## src/rtl/hazard_pkg.sv

```systemverilog
// ============================================================================
// Module  : hazard_pkg
// Brief   : Shared types and sizing for the decode-stage hazard scoreboard.
//           One scoreboard entry per in-flight stage after decode:
//           [0]=EX, [1]=MEM, [2]=WB.
// Revision: 1.0 - initial release
// ============================================================================
`default_nettype none

package hazard_pkg;

    // Register-address width: 8 GPRs, R0 is an ordinary register.
    localparam int REG_AW = 3;

    // Number of tracked stages after decode.
    localparam int DEPTH = 3;

    // One in-flight destination register. The field cannot be called "reg"
    // because that is a language keyword, hence regNum.
    typedef struct packed {
        logic              valid;
        logic [REG_AW-1:0] regNum;
    } sb_entry_t;

    // Stall controller state.
    typedef enum logic [0:0] {
        HZ_IDLE  = 1'b0,
        HZ_STALL = 1'b1
    } hz_state_t;

endpackage : hazard_pkg

`default_nettype wire

```

## src/rtl/hazard_cmp.sv

```systemverilog
// ============================================================================
// Module  : hazard_cmp
// Brief   : Compares one scoreboard entry against the decode instruction's
//           source registers, qualified by its source-usage flags.
//           matchBoth implies Rs is read as well as Rt.
// Revision: 1.0 - initial release
// ============================================================================
`default_nettype none

module hazard_cmp
    import hazard_pkg::*;
(
    input  sb_entry_t         entry,
    input  logic [REG_AW-1:0] rs,
    input  logic [REG_AW-1:0] rt,
    input  logic              matchRs,
    input  logic              matchBoth,
    output logic              hitRs,
    output logic              hitRt
);

    logic w_readsRs;
    logic w_rsEq;
    logic w_rtEq;

    // An instruction that reads both sources necessarily reads Rs.
    assign w_readsRs = matchRs | matchBoth;
    assign w_rsEq    = (entry.regNum == rs);
    assign w_rtEq    = (entry.regNum == rt);

    assign hitRs = w_readsRs & entry.valid & w_rsEq;
    assign hitRt = matchBoth & entry.valid & w_rtEq;

endmodule : hazard_cmp

`default_nettype wire

```

## src/rtl/hazard_scoreboard.sv

```systemverilog
// ============================================================================
// Module  : hazard_scoreboard
// Brief   : Tracks destination registers of in-flight instructions in a shift
//           scoreboard and stalls decode (hold PC + IF/ID, bubble into ID/EX)
//           while any decode source matches a pending write.
//           Optional macro HAZARD_STATS_EN builds a saturating counter of
//           stall cycles; without it stall_cycles is tied to zero.
// Revision: 1.0 - initial release
// ============================================================================
`default_nettype none

module hazard_scoreboard
    import hazard_pkg::*;
#(
    parameter int WB_BYPASS = 1
) (
    input  logic              clk,
    input  logic              rst_n,
    input  logic              id_valid,
    input  logic [REG_AW-1:0] id_rs,
    input  logic [REG_AW-1:0] id_rt,
    input  logic              id_match_rs,
    input  logic              id_match_both,
    input  logic              id_wr_en,
    input  logic [REG_AW-1:0] id_wr_reg,
    input  logic              flush,
    output logic              stall,
    output logic              bubble,
    output logic [15:0]       stall_cycles
);

    localparam int RUN_W = $clog2(DEPTH + 1);
    localparam logic [RUN_W-1:0] c_maxRun = RUN_W'(DEPTH);

    sb_entry_t        r_entries [DEPTH];
    hz_state_t        r_state;
    logic [RUN_W-1:0] r_stallRun;

    logic [DEPTH-1:0] w_hitRs;
    logic [DEPTH-1:0] w_hitRt;
    logic [DEPTH-1:0] w_cmpMask;
    logic             w_anyHit;
    logic             w_hazard;
    logic             w_insert;

    // ------------------------------------------------------------------------
    // Per-entry comparators. When the regfile writes before it reads, the WB
    // entry is already visible to decode and is left out of the compare set.
    // ------------------------------------------------------------------------
    generate
        for (genvar gi = 0; gi < DEPTH; gi++) begin : g_cmp
            hazard_cmp u_cmp (
                .entry     (r_entries[gi]),
                .rs        (id_rs),
                .rt        (id_rt),
                .matchRs   (id_match_rs),
                .matchBoth (id_match_both),
                .hitRs     (w_hitRs[gi]),
                .hitRt     (w_hitRt[gi])
            );
            assign w_cmpMask[gi] = !((WB_BYPASS != 0) && (gi == DEPTH - 1));
        end
    endgenerate

    // Multiple matching entries collapse into one hazard; it persists until
    // the youngest matching entry leaves the compare set.
    assign w_anyHit = |((w_hitRs | w_hitRt) & w_cmpMask);

    // A flushed decode instruction never stalls: the redirect kills it.
    assign w_hazard = id_valid & ~flush & w_anyHit;
    assign stall    = w_hazard;
    assign bubble   = w_hazard | flush;

    // Only an instruction actually leaving decode into EX occupies entry[0].
    assign w_insert = id_valid & id_wr_en & ~w_hazard & ~flush;

    // Scoreboard shift: ages every cycle, even while stalled, so hazards drain.
    always_ff @(posedge clk or negedge rst_n) begin
        if (!rst_n) begin
            for (int i = 0; i < DEPTH; i++) begin
                r_entries[i] <= '0;
            end
        end else begin
            for (int i = 1; i < DEPTH; i++) begin
                r_entries[i] <= r_entries[i-1];
            end
            r_entries[0] <= sb_entry_t'{valid: w_insert, regNum: id_wr_reg};
        end
    end

    // Stall controller: tracks the current run of consecutive stall cycles.
    always_ff @(posedge clk or negedge rst_n) begin
        if (!rst_n) begin
            r_state    <= HZ_IDLE;
            r_stallRun <= '0;
        end else begin
            case (r_state)
                HZ_IDLE: begin
                    if (w_hazard) begin
                        r_state    <= HZ_STALL;
                        r_stallRun <= RUN_W'(1);
                    end else begin
                        r_stallRun <= '0;
                    end
                end
                HZ_STALL: begin
                    if (w_hazard) begin
                        if (r_stallRun != c_maxRun) begin
                            r_stallRun <= r_stallRun + RUN_W'(1);
                        end
                    end else begin
                        r_state    <= HZ_IDLE;
                        r_stallRun <= '0;
                    end
                end
                default: begin
                    r_state    <= HZ_IDLE;
                    r_stallRun <= '0;
                end
            endcase
        end
    end

`ifndef SYNTHESIS
    // Every pending write leaves the scoreboard within DEPTH cycles, so a
    // longer stall run means the compare or shift logic is broken.
    always_ff @(posedge clk) begin
        if (rst_n && w_hazard) begin
            assert (r_stallRun < c_maxRun)
                else $error("hazard_scoreboard: stall run longer than DEPTH cycles");
        end
    end
`endif

`ifdef HAZARD_STATS_EN
    logic [15:0] r_stallCycles;

    // Cumulative stall-cycle count, saturating; cleared only by reset.
    always_ff @(posedge clk or negedge rst_n) begin
        if (!rst_n) begin
            r_stallCycles <= 16'h0000;
        end else if (w_hazard && (r_stallCycles != 16'hFFFF)) begin
            r_stallCycles <= r_stallCycles + 16'd1;
        end
    end

    assign stall_cycles = r_stallCycles;
`else
    assign stall_cycles = 16'h0000;
`endif

endmodule : hazard_scoreboard

`default_nettype wire

```

## config.mk

```make
export PLATFORM = sky130hd
export DESIGN_NAME = hazard_scoreboard
export DESIGN_NICKNAME = d
export VERILOG_FILES = /design/src/rtl/hazard_pkg.sv /design/src/rtl/hazard_cmp.sv /design/src/rtl/hazard_scoreboard.sv
export SDC_FILE = /design/constraint.sdc
export NUM_CORES = 1
export LEC_CHECK = 0
export ABC_AREA = 1
export CAP_MARGIN = 20
export CORE_MARGIN = 1
export CORE_UTILIZATION = 41
export CTS_CLUSTER_DIAMETER = 80
export DETAILED_ROUTE_END_ITERATION = 8
export GPL_TIMING_DRIVEN = 0
export PLACE_DENSITY = 0.84
export SLEW_MARGIN = 20
export SYNTH_ARGS = -nofsm -noshare
export SYNTH_HDL_FRONTEND = slang
export SYNTH_SLANG_ARGS = --single-unit
```

## constraint.sdc

```tcl
create_clock -name clk -period 1.99 [get_ports clk]
set_clock_uncertainty 0.05 [all_clocks]
set_input_delay 0.398 -clock clk [delete_from_list [all_inputs] [get_ports clk]]
set_output_delay 0.398 -clock clk [all_outputs]
set_load 0.01 [all_outputs]
```

==> metrics.md <==
| Metric | Value |
|---|---|
| Grt ovf | `0` |
| Min cycle time layout | `1829 ps` |
| Fin. Hold Viols | `0` |
| Setup bufs post-CTS | `0` |
| Crit share post-route | `91.91%` |
| Core Box Area | `1366 um^2` |
| Vias per cell | `3.948` |
| Seq/Total Area, Yosys | `31.68%` |
| Clock Tree Buf Depth | `2` |
| Routed wire length per instance | `6.734 um` |
| Post-route cell area | `887.1 um^2` |
| Drt pass-1 iters | `4` |
| Max cap viols | `0` |
| Most frequent cells in the layout | `nand2_1 (46), buf_4 (16), conb_1 (16)` |
| Synth Warn # | `0` |
| Leak | `0.5982 nW` |
| I/O Buffers | `17` |
| Routability congestion estimate | `0.8281` |
| Clock Pin Slew Worst Setup and Hold Paths | `50 ps` |
| Vias in the first global route | `400` |
| CTS tree | `yes` |
| TritonCTS Buffers | `3` |
| Area after DPL | `877.1 um^2` |
| DIE WIDTH | `41.26 um` |
| Cell Rows | `13` |
| Commonest non-fill, non-tap cell in the layout | `nand2_1` |
| Post-DP HPWL | `945.5 um` |
| Critical path data arrival time | `1380 ps` |
| Flip-flop and latch count after synthesis | `8` |
| Mean Syn Cell Area | `6.076 um^2` |
| Hold Crit Class | `reg2reg` |
| Clk_lat worst skew | `240 ps` |
| Worst setup EP type | `primary output` |
| CP Max Fanout | `3` |
| Vias | `608` |
| Root Buffer | `clkbuf_4` |
| Area growth, synth to finish | `40.40%` |
| Initial antenna violation count | `0` |
| CTS Sinks | `8` |
| Synth unique cells | `11` |
| Fillers | `135` |
| CP Class | `in2out` |
| RSZ-0062 raised after global routing | `no` |
| Boundary pin count | `34` |
| Die area | `1702 um^2` |
| Multi-input combinational cell area | `296.5 um^2` |
| Seq. cell area | `200.2 um^2` |
| P per Cell Area | `449.5 nW/um^2` |
| Max reg flops | `8` |
| Final antenna-violating net count | `0` |
| Synthesized cell area | `631.9 um^2` |
| Largest net degree at the start of global routing | `9` |
| Layout cells sized above 1 | `20.14%` |
| H-tree levels | `1` |
| R2r setup slk | `850 ps` |
| DRC | `0` |
| CP required | `1540 ps` |
| Biggest register | `r_entries` |
| Max-slew violation count | `0` |
| CP Launch Type | `input port` |
| Final setup TNS | `0 ps` |
| Design Power | `398.7 uW` |
| First-pass GRT wire length | `1.331 mm` |
| Post-Route WL | `1.037 mm` |
| Biggest regs | `r_entries x8` |
| Final net count | `157` |
| ANT cells | `0` |
| Status | `complete, no violations` |
| Cells after Synth | `104` |
| Starting Density | `46.25%` |
| DRT iter0 DRCs | `6` |
| Die Y | `41.26 um` |
| Final core utilization | `64.93%` |
| Achievable frequency | `0.5468 GHz` |
| Peak VDD IR | `0.2887 mV` |
| Final Hold Slack | `356.6 ps` |
| Gr usage total | `12.13%` |
| Setup violations, final | `0` |
-- where the power goes --
part | internal [mW] | switching, mW | leakage, nW | total, mW
clock | 0.0682 | 0.0430 | 0.0138 | 0.111
sequential | 0.171 | 0.00687 | 0.0969 | 0.178
combinational | 0.0570 | 0.0525 | 0.488 | 0.110
-- routing by layer --
metal / vias to the layer above / GRT usage [%] / routed length [um]
li1: 335 / - / -
met1: 245 / 10.93 / 417
met2: 28 / 25.78 / 493
met3: 0 / 1.630 / 126
met4: 0 / 4.839 / 0
met5: - / 0 / 0
-- cell usage after synthesis --
cell / number / area share (%)
buf_4: 16 / 19
clkinv_1: 1 / 0.59
conb_1: 1 / 0.59
dfrtp_1: 8 / 32
inv_1: 14 / 8.3
inv_2: 4 / 2.4
nand2_1: 46 / 27
nand2_2: 2 / 2.0
nor2_1: 10 / 5.9
nor3_1: 1 / 0.79
o21ai_2: 1 / 1.4
-- path summary, 6_finish.rpt --
| kind | from | endpoint | depth (start not counted) |
|---|---|---|---|
| worst min register to register | r_entries[11] | r_entries[7] | 0 |
| worst max-delay path | id_match_both | bubble | 10 |
| worst max register to register | r_entries[9] | r_entries[11] | 7 |
| min in group asynchronous | rst_n | r_entries[11] | 1 |
| max in group asynchronous | rst_n | r_entries[4] | 1 |
| worst min-delay path | r_entries[11] | r_entries[7] | 0 |
-- layout make-up --
class                   count  area share [%]
repair buffers             17           17.77
plain buffers              16           13.54
flip-flops and latches      8           22.57
well taps                  15           2.116
clock buffers               3           2.539
multi-input cells          76           33.43
inverters                  19           8.039
-- cells by family (layout without fill, tap and decap cells) --
family	after synthesis	after routing	share of synthesized area [%]
and+or+nand+nor	59	59	36.04
DFF	8	8	31.68
other	1	16	0.5935
buffers and inverters	35	55	30.30
AOI/OAI and AO/OA	1	1	1.386
-- timing repair --
item | CTS | global route
hold buffers | 0 | 0
gates resized for setup | 14 | 2
pin swaps | 7 | 1
setup endpoints to repair | 2 | 2
-- critical path, cell delays in order --
cell and delay [ps]:
dlygate4sd2_1 260, inv_1 60, nand2_1 70, nand2_1 70, nor2_1 40, nand2_1 80
nand2_2 70, o21ai_2 150, nand2_1 60, buf_2 130
-- through the flow --
stage | worst slack (ps) | std cells
floorplan | 623.1 | 119
global placement | -389.9 | 151
detailed placement | -452.8 | 151
CTS | 7.456 | 154
global route | 47.63 | 154
finish | 161.1 | 154
Note: power is estimated with default switching activity, not from simulation.
